<file path="src/rtl/uart_rx_fifo.sv">
// UART receiver (8N1-style framing, optional second stop bit) feeding a small receive FIFO.
// Define UART_RX_PARITY_EN to add the even/odd parity bit check and the io_parity_err pulse.
module uart_rx_fifo #(
    parameter int DATA_BITS  = 8,
    parameter int FIFO_DEPTH = 8,
    parameter int DIV_W      = 16
) (
    input  logic                          clock,
    input  logic                          reset,
    input  logic [DIV_W-1:0]              io_div,
    input  logic                          io_en,
    input  logic [1:0]                    io_parity,
    input  logic                          io_stop2,
    input  logic                          io_rxd,
    output logic                          io_deq_valid,
    input  logic                          io_deq_ready,
    output logic [DATA_BITS-1:0]          io_deq_bits,
    output logic [$clog2(FIFO_DEPTH):0]   io_count,
    output logic                          io_frame_err,
    output logic                          io_parity_err,
    output logic                          io_overrun
);

    localparam int AW = $clog2(FIFO_DEPTH);
    localparam int BW = $clog2(DATA_BITS + 1);

`ifdef UART_RX_PARITY_EN
    typedef enum logic [2:0] {IDLE, START, DATA, PARITY, STOP1, STOP2} state_t;
`else
    typedef enum logic [2:0] {IDLE, START, DATA, STOP1, STOP2} state_t;
`endif

    state_t               state, state_n;
    logic                 sync1, sync2, line;
    logic [DIV_W-1:0]     cnt, cnt_n;
    logic [DIV_W-1:0]     div_q, div_n;
    logic                 stop2_q, stop2_n;
    logic [DATA_BITS-1:0] shreg, shreg_n;
    logic [BW-1:0]        bit_idx, bit_idx_n;
    logic                 tick;
    logic                 push;
    logic                 frame_err_q, frame_err_n;
    logic                 overrun_q;

`ifdef UART_RX_PARITY_EN
    logic [1:0]           par_q, par_n;
    logic                 par_pend, par_pend_n;
    logic                 parity_err_q, parity_err_n;
    logic                 par_on;
    logic                 par_exp;

    assign par_on  = (par_q == 2'b01) || (par_q == 2'b10);
    assign par_exp = (^shreg) ^ par_q[1];
`else
    logic                 unused_parity;

    assign unused_parity = ^io_parity;
`endif

    logic [DATA_BITS-1:0] mem [FIFO_DEPTH];
    logic [AW-1:0]        wr_ptr, rd_ptr;
    logic [AW:0]          count;
    logic                 pop, full, wr_ok;

    assign line = sync2;
    assign tick = (cnt == '0);

    always_comb begin
        state_n     = state;
        cnt_n       = cnt;
        div_n       = div_q;
        stop2_n     = stop2_q;
        shreg_n     = shreg;
        bit_idx_n   = bit_idx;
        push        = 1'b0;
        frame_err_n = 1'b0;
`ifdef UART_RX_PARITY_EN
        par_n        = par_q;
        par_pend_n   = par_pend;
        parity_err_n = 1'b0;
`endif
        if (state != IDLE) begin
            cnt_n = tick ? div_q : cnt - 1'b1;
        end

        case (state)
            IDLE: begin
                if (!line) begin
                    state_n   = START;
                    cnt_n     = io_div >> 1;
                    bit_idx_n = '0;
`ifdef UART_RX_PARITY_EN
                    par_pend_n = 1'b0;
`endif
                end
            end
            START: begin
                // Frame configuration is captured here so mid-frame changes cannot corrupt timing.
                if (tick) begin
                    cnt_n = io_div;
                    if (line) begin
                        state_n = IDLE;
                    end else begin
                        state_n = DATA;
                        div_n   = io_div;
                        stop2_n = io_stop2;
`ifdef UART_RX_PARITY_EN
                        par_n   = io_parity;
`endif
                    end
                end
            end
            DATA: begin
                if (tick) begin
                    shreg_n   = {line, shreg[DATA_BITS-1:1]};
                    bit_idx_n = bit_idx + BW'(1);
                    if (bit_idx == BW'(DATA_BITS - 1)) begin
`ifdef UART_RX_PARITY_EN
                        state_n = par_on ? PARITY : STOP1;
`else
                        state_n = STOP1;
`endif
                    end
                end
            end
`ifdef UART_RX_PARITY_EN
            PARITY: begin
                if (tick) begin
                    if (line != par_exp) begin
                        par_pend_n = 1'b1;
                    end
                    state_n = STOP1;
                end
            end
`endif
            STOP1, STOP2: begin
                if (tick) begin
                    state_n = IDLE;
                    if (!line) begin
                        frame_err_n = 1'b1;
                    end else if (state == STOP1 && stop2_q) begin
                        state_n = STOP2;
                    end else begin
                        push = 1'b1;
`ifdef UART_RX_PARITY_EN
                        parity_err_n = par_pend;
`endif
                    end
                end
            end
            default: state_n = IDLE;
        endcase

        // Disable wins over everything, including a frame completing this cycle.
        if (!io_en) begin
            state_n     = IDLE;
            push        = 1'b0;
            frame_err_n = 1'b0;
`ifdef UART_RX_PARITY_EN
            parity_err_n = 1'b0;
`endif
        end
    end

    always_ff @(posedge clock) begin
        if (reset) begin
            sync1       <= 1'b1;
            sync2       <= 1'b1;
            state       <= IDLE;
            cnt         <= '0;
            div_q       <= '0;
            stop2_q     <= 1'b0;
            shreg       <= '0;
            bit_idx     <= '0;
            frame_err_q <= 1'b0;
`ifdef UART_RX_PARITY_EN
            par_q        <= 2'b00;
            par_pend     <= 1'b0;
            parity_err_q <= 1'b0;
`endif
        end else begin
            sync1       <= io_rxd;
            sync2       <= sync1;
            state       <= state_n;
            cnt         <= cnt_n;
            div_q       <= div_n;
            stop2_q     <= stop2_n;
            shreg       <= shreg_n;
            bit_idx     <= bit_idx_n;
            frame_err_q <= frame_err_n;
`ifdef UART_RX_PARITY_EN
            par_q        <= par_n;
            par_pend     <= par_pend_n;
            parity_err_q <= parity_err_n;
`endif
        end
    end

    assign pop   = (count != '0) && io_deq_ready;
    assign full  = (count == (AW+1)'(FIFO_DEPTH));
    assign wr_ok = push && (!full || pop);

    always_ff @(posedge clock) begin
        if (wr_ok) begin
            mem[wr_ptr] <= shreg;
        end
    end

    always_ff @(posedge clock) begin
        if (reset) begin
            wr_ptr    <= '0;
            rd_ptr    <= '0;
            count     <= '0;
            overrun_q <= 1'b0;
        end else begin
            overrun_q <= push && full && !pop;
            if (wr_ok) begin
                wr_ptr <= wr_ptr + AW'(1);
            end
            if (pop) begin
                rd_ptr <= rd_ptr + AW'(1);
            end
            case ({wr_ok, pop})
                2'b10:   count <= count + (AW+1)'(1);
                2'b01:   count <= count - (AW+1)'(1);
                default: count <= count;
            endcase
        end
    end

    assign io_deq_valid = (count != '0);
    assign io_deq_bits  = io_deq_valid ? mem[rd_ptr] : '0;
    assign io_count     = count;
    assign io_frame_err = frame_err_q;
    assign io_overrun   = overrun_q;
`ifdef UART_RX_PARITY_EN
    assign io_parity_err = parity_err_q;
`else
    assign io_parity_err = 1'b0;
`endif

endmodule

</file>
<file path="config.mk">
export PLATFORM = sky130hd
export DESIGN_NAME = uart_rx_fifo
export DESIGN_NICKNAME = d
export VERILOG_FILES = /design/src/rtl/uart_rx_fifo.sv
export SDC_FILE = /design/constraint.sdc
export NUM_CORES = 1
export LEC_CHECK = 0
export BUFFER_PORTS_ARGS = -buffer_cell sky130_fd_sc_hd__buf_2
export CORE_MARGIN = 1
export CORE_UTILIZATION = 40
export DETAILED_ROUTE_END_ITERATION = 8
export HOLD_SLACK_MARGIN = 0.06
export PLACE_DENSITY = 0.6
export SETUP_SLACK_MARGIN = 0.2
export SLEW_MARGIN = 20
export SYNTH_ARGS = -nofsm -noshare
export SYNTH_HDL_FRONTEND = slang
export SYNTH_SLANG_ARGS = --single-unit
</file>
<file path="constraint.sdc">
create_clock -name clock -period 3.4 [get_ports clock]
set_input_delay 0.51 -clock clock [delete_from_list [all_inputs] [get_ports clock]]
set_output_delay 0.51 -clock clock [all_outputs]
set_load 0.02 [all_outputs]
</file>
==> flow_results.org, run 1 <==
** Run status
- The run finished, with violations left.
- Violated checks :: DRC

** Global routing
- Initial antenna violation count :: 0
- Via count of the first global-routing pass :: 4316
- First-pass GRT wire length :: 22800 microns
- Total gr overflow :: 0
- Entering global routing, the biggest net connects between 50 and 60 pins.
- Global Route Usage Sum :: 0.189

** Clock network
- H-tree depth :: 4
- TritonCTS Buffers :: 17
- Clock latency reported for the late side of the worst-skew pair :: between 400 and 500 ps
- Post-CTS Repair Setup Buffers :: 0
- Clock transition at the register clock pins on the worst setup and hold paths after CTS :: 60 ps
- Number of instances resized during post-cts repair :: 0
- Number of sinks driven by the clock tree :: 129
- Counting along the longest clock path gives a buffer depth of 2.
- TritonCTS clock tree :: built
- The root buffer cell chosen for the clock tree is sky130_fd_sc_hd__clkbuf_16.
- # hold bufs at CTS :: 0

** Timing
- Worst Tran Pin Value :: about 820 ps
- Headroom to the max-slew limit came out at 0.454.
- RSZ-0062 raised after global routing :: false
- Worst Hold Slack :: between 200 and 300 ps
- The number of pins exceeding their max-slew limit in the final report came to 0.
- Clock skew :: 10.3 ps
- The clock period could shrink to about 2900 ps.
- Setup violations remaining at the end of the flow were counted as 0.
- Final hold vios :: 0
- Of the available clock period, the critical path in the final layout requires 0.842.
- Fmax :: 350 MHz
- Setup total negative slack on the finished layout was measured at 0 ps.

** Power and ir drop
- Clk network pwr share :: 0.375
- Power density of the placed cells :: approximately 630 nW/um^2
- The share of total power dissipated in combinational logic is 0.232.
- The share of total power dissipated in sequential elements is 0.393.
- The analysis attributes to net switching a power of 1.34 mW.
- Total design power :: about 4.4 mW
- Internal power :: between 3 and 4 mW
- Leakage :: 2.57 nW
- IR analysis of the VDD net gives a maximum drop of 0.000313 V.
- Net switching share of the total power :: 0.308

** Die
- During I/O placement, the number of pins put on the boundary was 40.
- Floorplan die area :: 15700 sq um
- Core Region :: 14600 sq um
- The floorplan step set the die height to 125 microns.
- Initial standard-cell utilization of the core :: 0.414
- In this run the core area contains 44 standard-cell rows.
- Chip Width :: 125 microns

** Finish
- In the final design database the tool counted 611 nets.
- Counting the fill cells in the layout gives 1371.
- Multi-input combinational cell area :: 2620 sq um
- Across the whole layout, storage elements account for 3220 sq um.
- The top cell types in the final layout, fill and taps aside, are 65 x sky130_fd_sc_hd__dfxtp_1, 64 x sky130_fd_sc_hd__edfxtp_1, 61 x sky130_fd_sc_hd__nand2_1.
- From synthesis to final layout, the design area changed by 14.8%.
- Of the cells placed in the final design, the portion with a size suffix greater than 1 is 0.210.
- Total inserted antenna cells :: 0
- The library cell used most frequently in the layout, excluding fill and tap cells, is sky130_fd_sc_hd__dfxtp_1.

** Place
- IO Port Bufs :: 36
- After legalization and detailed placement, the total HPWL measured 8730 microns.
- At the end of routability-driven placement, the weighted congestion stood at 0.834.

** Synth
- Of the post-synthesis cell area, the dominant cell type holds 0.317.
- Cell area after technology mapping :: 6070 sq um
- Avg Inst Size Synth :: 11.1 sq um
- FFs w/ async S/R, synth :: 0
- Number of warnings reported in the yosys synthesis log :: 0
- Proportion of synthesized chip area in sequential cells :: 0.531
- Of all cell types, the one taking the most synthesized area is sky130_fd_sc_hd__edfxtp_1.
- Cells after Synth :: 546
- Number of distinct library cell variants in the gate-level netlist after synthesis :: 69
- Ranked by total cell area, the synthesized netlist is headed by sky130_fd_sc_hd__edfxtp_1 32%, sky130_fd_sc_hd__dfxtp_1 21%, sky130_fd_sc_hd__mux4_2 5.9%, sky130_fd_sc_hd__mux2i_1 4.6%, sky130_fd_sc_hd__nand2_1 3.8%.
- Number of synthesized flops with an enable pin :: 64
- In this run, synthesis produced a sequential element count of 129.
- When the netlist entered floorplanning its net count stood at a little under 600.
- Most common flop cell mapped by yosys :: sky130_fd_sc_hd__dfxtp_1

** Worst setup path
- Cell with the largest stage delay on the worst path :: sky130_fd_sc_hd__nor4b_2
- The number of buffers and inverters on the critical path is 3.
- In this design, the stage delay of the slowest critical-path cell is 380 ps.
- Data arrives at the worst endpoint at 2980 ps.
- Sort of element at the start of the critical path :: flip-flop
- Crit Path Class :: flip-flop to flip-flop
- In this run the worst path has a maximum fanout of 33.
- Worst path top cell family by delay :: simple AND/OR/NAND/NOR gates
- Traced cell by cell, the critical path runs through inv_1, ha_1, nor4b_2, and4_1, buf_4, nand3_1, nor4b_2, buf_4.
- Required time reported for the critical path endpoint :: 3520 ps
- Across all register-to-register paths, the minimum setup slack is 540 ps.
- Crit. End Element :: flip-flop

** Drt
- The final route contains 4400 vias.
- Final WL :: 13700 microns
- Length of the first detailed-routing pass in iterations :: 8
- Detail Route Antenna Nets :: 0
- For this block, the initial DRC count from the detailed router was 341.
- In the final routed layout, each cell accounts on average for 17.7 microns.
- After detailed routing, the number of vias per cell comes to 5.68.
- In the routed design, unresolved DRC markers number 4.

** Run
- Max cap viols :: 0

** Hold path
- The worst hold path belongs to the class input port to flip-flop.
==> metal layers <==
| layer | up-vias | routed length (microns) | GRT usage |
|---|---|---|---|
| li1 | 2108 | - | - |
| met1 | 2142 | 5870 | 0.227 |
| met2 | 122 | 6850 | 0.321 |
| met3 | 28 | 666 | 0.0471 |
| met4 | 0 | 344 | 0.0825 |
| met5 | - | 0 | 0 |
==> logic make-up after synthesis <==
family                     Yosys count  share of synthesized area
muxes                               49                      0.115
buffers and inverters               50                     0.0388
and+or+nand+nor                    188                      0.160
DFF                                129                      0.531
xor gates and xnor gates            12                     0.0173
other                                1                   0.000618
adders and majority gates            8                     0.0177
AOI/OAI and AO/OA                  109                      0.120
==> registers in the layout (all words and copies together) (netlist names), 3 cells and up, named ones only <==
register	count
mem	64
cnt	16
div_q	16
shreg	8
bit_idx	4
io_count	4
rd_ptr	3
state	3
wr_ptr	3
==> path summary, 6_finish.rpt <==
path                            startpoint         to  cells past startpoint
worst max-delay path                cnt[0]  mem[2][6]                      8
worst min-delay path                io_rxd      sync1                      2
worst max register to register      cnt[0]  mem[2][6]                      8
worst min register to register       sync1       line                      1
==> stage by stage <==
| step | util | cell area [sq um] | std cells | setup WS, ps |
|---|---|---|---|---|
| 3_3_place_gp | 0.440 | 6440 | 744 | 625 |
| 5_1_grt | 0.476 | 6970 | 775 | 317 |
| 4_1_cts | 0.476 | 6970 | 775 | 538 |
| 6_report | 0.476 | 6970 | 775 | 539 |
| 3_5_place_dp | 0.440 | 6440 | 744 | 596 |
| 2_1_floorplan | - | 6070 | 546 | 528 |
==> cell usage after synthesis, drive strengths merged (5+ instances only) <==
library cell / count
mux2i: 28
o31ai: 5
mux4: 16
a21oi: 35
clkbuf: 24
a211oi: 5
nor4: 8
nand3: 11
a31oi: 8
or3: 5
ha: 7
inv: 8
edfxtp: 64
mux2: 5
dfxtp: 65
o21ai: 18
nand2: 61
xor2: 8
a221oi: 5
nand4: 8
nor3: 15
buf: 18
nor3b: 6
nor2: 48
==> layout make-up <==
type	count	share of cell area
Clock buffer	17	0.0610
Inverter	8	0.00431
Timing Repair Buffer	56	0.0474
Sequential cell	129	0.462
Clock inverter	14	0.0154
Tap cell	184	0.0330
Multi-Input combinational cell	367	0.376
==> power groups by stage <==
stage	combinational [mW]	sequential, mW	clock, mW
after global routing	1.12	1.72	1.75
after CTS	1.03	1.71	1.67
after floorplan	0.755	1.74	0
after detailed placement	1.02	1.75	0
final	1.01	1.71	1.63
after global placement	1.01	1.74	0
No activity file was read; power rests on OpenSTA's default activity.
==> run 2: changes to the inputs <==
--- a/config.mk
+++ b/config.mk
@@ -10,7 +10,7 @@
 export CORE_UTILIZATION = 40
 export DETAILED_ROUTE_END_ITERATION = 8
 export HOLD_SLACK_MARGIN = 0.06
-export PLACE_DENSITY = 0.6
+export PLACE_DENSITY = 0.62
 export SETUP_SLACK_MARGIN = 0.2
 export SLEW_MARGIN = 20
 export SYNTH_ARGS = -nofsm -noshare
==> constraint.sdc (replaced) <==
create_clock -name clock -period 2.46 [get_ports clock]
set_input_delay 0.369 -clock clock [delete_from_list [all_inputs] [get_ports clock]]
set_output_delay 0.369 -clock clock [all_outputs]
set_load 0.02 [all_outputs]
==> flow_results.org, run 2 (same netlist as run 1, synthesis figures left out) <==
** Timing
- The number of endpoints with negative hold slack in the final report is 0 (unchanged).
- Clock skew :: 10.2 ps (was 10.3 ps)
- The number of pins exceeding their max-slew limit in the final report came to 0 (unchanged).
- Fraction of the cycle the final worst path needs :: 0.963 (was 0.842)
- Worst Tran Pin Value :: 561 ps (was 818 ps)
- The minimum clock period is 2370 ps (was 2860 ps).
- The highest achievable clock rate is 422 MHz (was 350 MHz).
- Final setup TNS :: 0 ps (unchanged)
- The number of endpoints failing setup at the final stage was 0 (unchanged).
- RSZ-0062 raised after global routing: true (was false).
- Tightest slew margin relative to the limit :: 0.626 (was 0.454)

** Place
- The area of placed instances is 6790 sq um (was 6440 sq um).
- RePlAce Congestion :: 0.864 (was 0.834)
- Post-detailed-placement half-perimeter wirelength :: 9070 microns (was 8730 microns)
- IO Port Bufs :: 36 (unchanged)

** Worst setup path
- FF-to-FF setup slack :: 90 ps (was 540 ps)
- Required time reported for the critical path endpoint :: 2770 ps (was 3520 ps)
- The data arrival time at the worst-slack endpoint was 2680 ps (was 2980 ps).
- The path depth of the worst reg2reg path came to 9 (was 8).
- Cell chain of the critical path: nor4bb_2, o211a_1, a21o_4, inv_4, ha_4, a21o_1, a21oi_2, mux2i_1, mux2_2 (was inv_1, ha_1, nor4b_2, and4_1, buf_4, nand3_1, nor4b_2, buf_4).
- The startpoint of the worst register-to-register path is state[1] (was cnt[0]).
- Reg-to-reg endpoint :: io_count[3] (was mem[2][6])
- The worst setup path endpoint is io_count[3] (was mem[2][6]).
- The worst setup path startpoint is state[1] (was cnt[0]).
- The biggest cell delay along the critical path came to 430 ps (was 380 ps).
- The critical path capture point type is a flip-flop (unchanged).
- The slowest stage cell on the critical path was sky130_fd_sc_hd__dfxtp_1 (was sky130_fd_sc_hd__nor4b_2).
- Crit Path Class :: flip-flop to flip-flop (unchanged)
- The critical path startpoint category was a flip-flop (unchanged).
- The critical-path maximum fanout is 6 (was 33).

** Drt
- The total routed wirelength came to 14200 microns (was 13700 microns).
- Post-route DRC :: 0 (was 4)
- The number of antenna-violating nets in the routed design is 0 (unchanged).
- Number of vias per cell after detailed routing :: 5.60 (was 5.68)
- The routed wire length per instance came to 17.5 microns (was 17.7 microns).
- The total number of vias came to 4532 (was 4400).
- DRC marker count from the first detailed-route iteration :: 247 (was 341)
- Length of the first detailed-routing pass in iterations :: 5 (was 8)

** Die
- The initial standard-cell utilization of the core came to 0.414 (unchanged).
- The width of the die was 125 microns (unchanged).
- DIE HEIGHT :: 125 microns (unchanged)
- The die footprint came to 15700 sq um (unchanged).
- The area of the core came to 14600 sq um (unchanged).
- The number of placement rows was 44 (unchanged).
- Boundary Pins :: 40 (unchanged)

** Finish
- Area added between synthesis and finish :: 23.7% (was 14.8%)
- Flip-flop count of the largest register, all copies and words added :: 64 (unchanged)
- Most common cell after layout, fill and taps aside :: sky130_fd_sc_hd__edfxtp_1 (was sky130_fd_sc_hd__dfxtp_1)
- The number of nets in the finished design was 645 (was 611).
- Design area :: 7500 sq um (was 6970 sq um)
- Top reg by flops :: mem (unchanged)
- Most frequent cells in the layout :: 64 x sky130_fd_sc_hd__edfxtp_1, 60 x sky130_fd_sc_hd__nand2_1, 57 x sky130_fd_sc_hd__dfxtp_1 (was 65 x sky130_fd_sc_hd__dfxtp_1, 64 x sky130_fd_sc_hd__edfxtp_1, 61 x sky130_fd_sc_hd__nand2_1)
- The share of layout cells above drive strength 1 is 0.298 (was 0.210).
- The antenna diode count was 0 (unchanged).
- Registers with the highest flip-flop counts: mem: 64 flops, cnt: 16 flops, div_q: 16 flops (unchanged).

** Global routing
- The number of global-route vias before repair was 4474 (was 4316).
- The initial antenna violation count was 0 (unchanged).
- The largest net degree at the start of global routing was 39 (was 59).
- Global Route Usage Sum :: 0.193 (was 0.189)
- Total gr overflow :: 0 (unchanged)
- First-pass GRT wire length :: 23200 microns (was 22800 microns)

** Clock network
- TritonCTS Buffers :: 17 (unchanged)
- The number of hold buffers added after CTS came to 0 (unchanged).
- H-tree depth :: 4 (unchanged)
- The maximum clock insertion buffer count came to 2 (unchanged).
- TritonCTS clock tree :: built (unchanged)
- The clock latency on the worst-skew pair was 420 ps (about the same).
- Root buffer cell :: sky130_fd_sc_hd__clkbuf_16 (unchanged)
- Number of sinks driven by the clock tree :: 129 (unchanged)
- Clock transition at the register clock pins on the worst setup and hold paths after CTS :: 60 ps (about the same)

** Power and ir drop
- Gate power share :: 0.258 (was 0.232)
- The share of total power in the clock network is 0.363 (was 0.375).
- Worst VDD drop :: 0.000476 V (was 0.000313 V)
- Net switching share of the total power :: 0.310 (was 0.308)
- Power density of the placed cells :: 839 nW/um^2 (was 625 nW/um^2)
- Net switching power of the design :: 1.95 mW (was 1.34 mW)
- The total power was 6.30 mW (was 4.36 mW).
- Leakage :: 2.78 nW (was 2.57 nW)
- The design internal power came to 4.35 mW (was 3.01 mW).
- Part of the power in registers :: 0.379 (was 0.393)

** Hold path
- The path type of the worst min-delay path was input port to flip-flop (unchanged).

** Run status
- Result of the run :: finished clean (was finished, violations left)

** Run
- The max-cap violation count came to 0 (unchanged).
## run 2: critical path: cells and delay by family, from the launching register on
kind	cells	cell delay, ps
buffers and inverters	1	50
flip-flops	1	430
adder cells (fa/ha/maj)	1	200
AND/OR/NAND/NOR	1	340
AO/OA/AOI/OAI	4	680
multiplexers	2	560
## run 2: metrics by stage
stage / worst slack, ps / std cells / util / hold slack, ps
after floorplan: 76.8 / 546 / - / 389
after global placement: 69.1 / 769 / 0.464 / 439
after detailed placement: 57.3 / 769 / 0.464 / 449
after CTS: 90.3 / 804 / 0.506 / 127
after global routing: -5.77 / 809 / 0.512 / 136
final: 90.7 / 809 / 0.512 / 139
## run 2: layer usage
layer,vias to the layer above,GRT usage,part of all wire
li1,2175,-,-
met1,2209,0.227,0.42
met2,124,0.336,0.52
met3,24,0.0398,0.044
met4,0,0.0954,0.021
met5,-,0,0
## run 2: timing repair
action / 4_1_cts / 5_1_grt
resized for setup: 10 / 15
cloned: 1 / 0
pin swaps: 3 / 2
setup buffers: 3 / 5
setup endpoints to repair: 42 / 74
## run 2: power by group through the flow
stage | registers (mW) | logic (mW) | clock network [mW]
floorplan | 2.42 | 1.07 | 0
detailed placement | 2.41 | 1.49 | 0
CTS | 2.39 | 1.60 | 2.33
finish | 2.39 | 1.63 | 2.28
global route | 2.40 | 1.77 | 2.41
global placement | 2.40 | 1.48 | 0
## run 2: final cells by class
type | count | area, sq um
tap | 184 | 230
multi-input combinational | 367 | 2790
clock inverter | 14 | 109
fill | 1316 | 7140
clock buffer | 17 | 425
inverter | 8 | 32.5
timing repair buffer | 90 | 677
sequential | 129 | 3240
## run 2: worst min path at each step
stage | from | endpoint | slack, ps | cells after the start
floorplan | sync1 | line | 390 | 1
global placement | div_q[12] | div_q[12] | 440 | 2
detailed placement | sync1 | line | 450 | 1
CTS | io_rxd | sync1 | 130 | 2
global route | io_rxd | sync1 | 140 | 2
finish | io_rxd | sync1 | 140 | 2
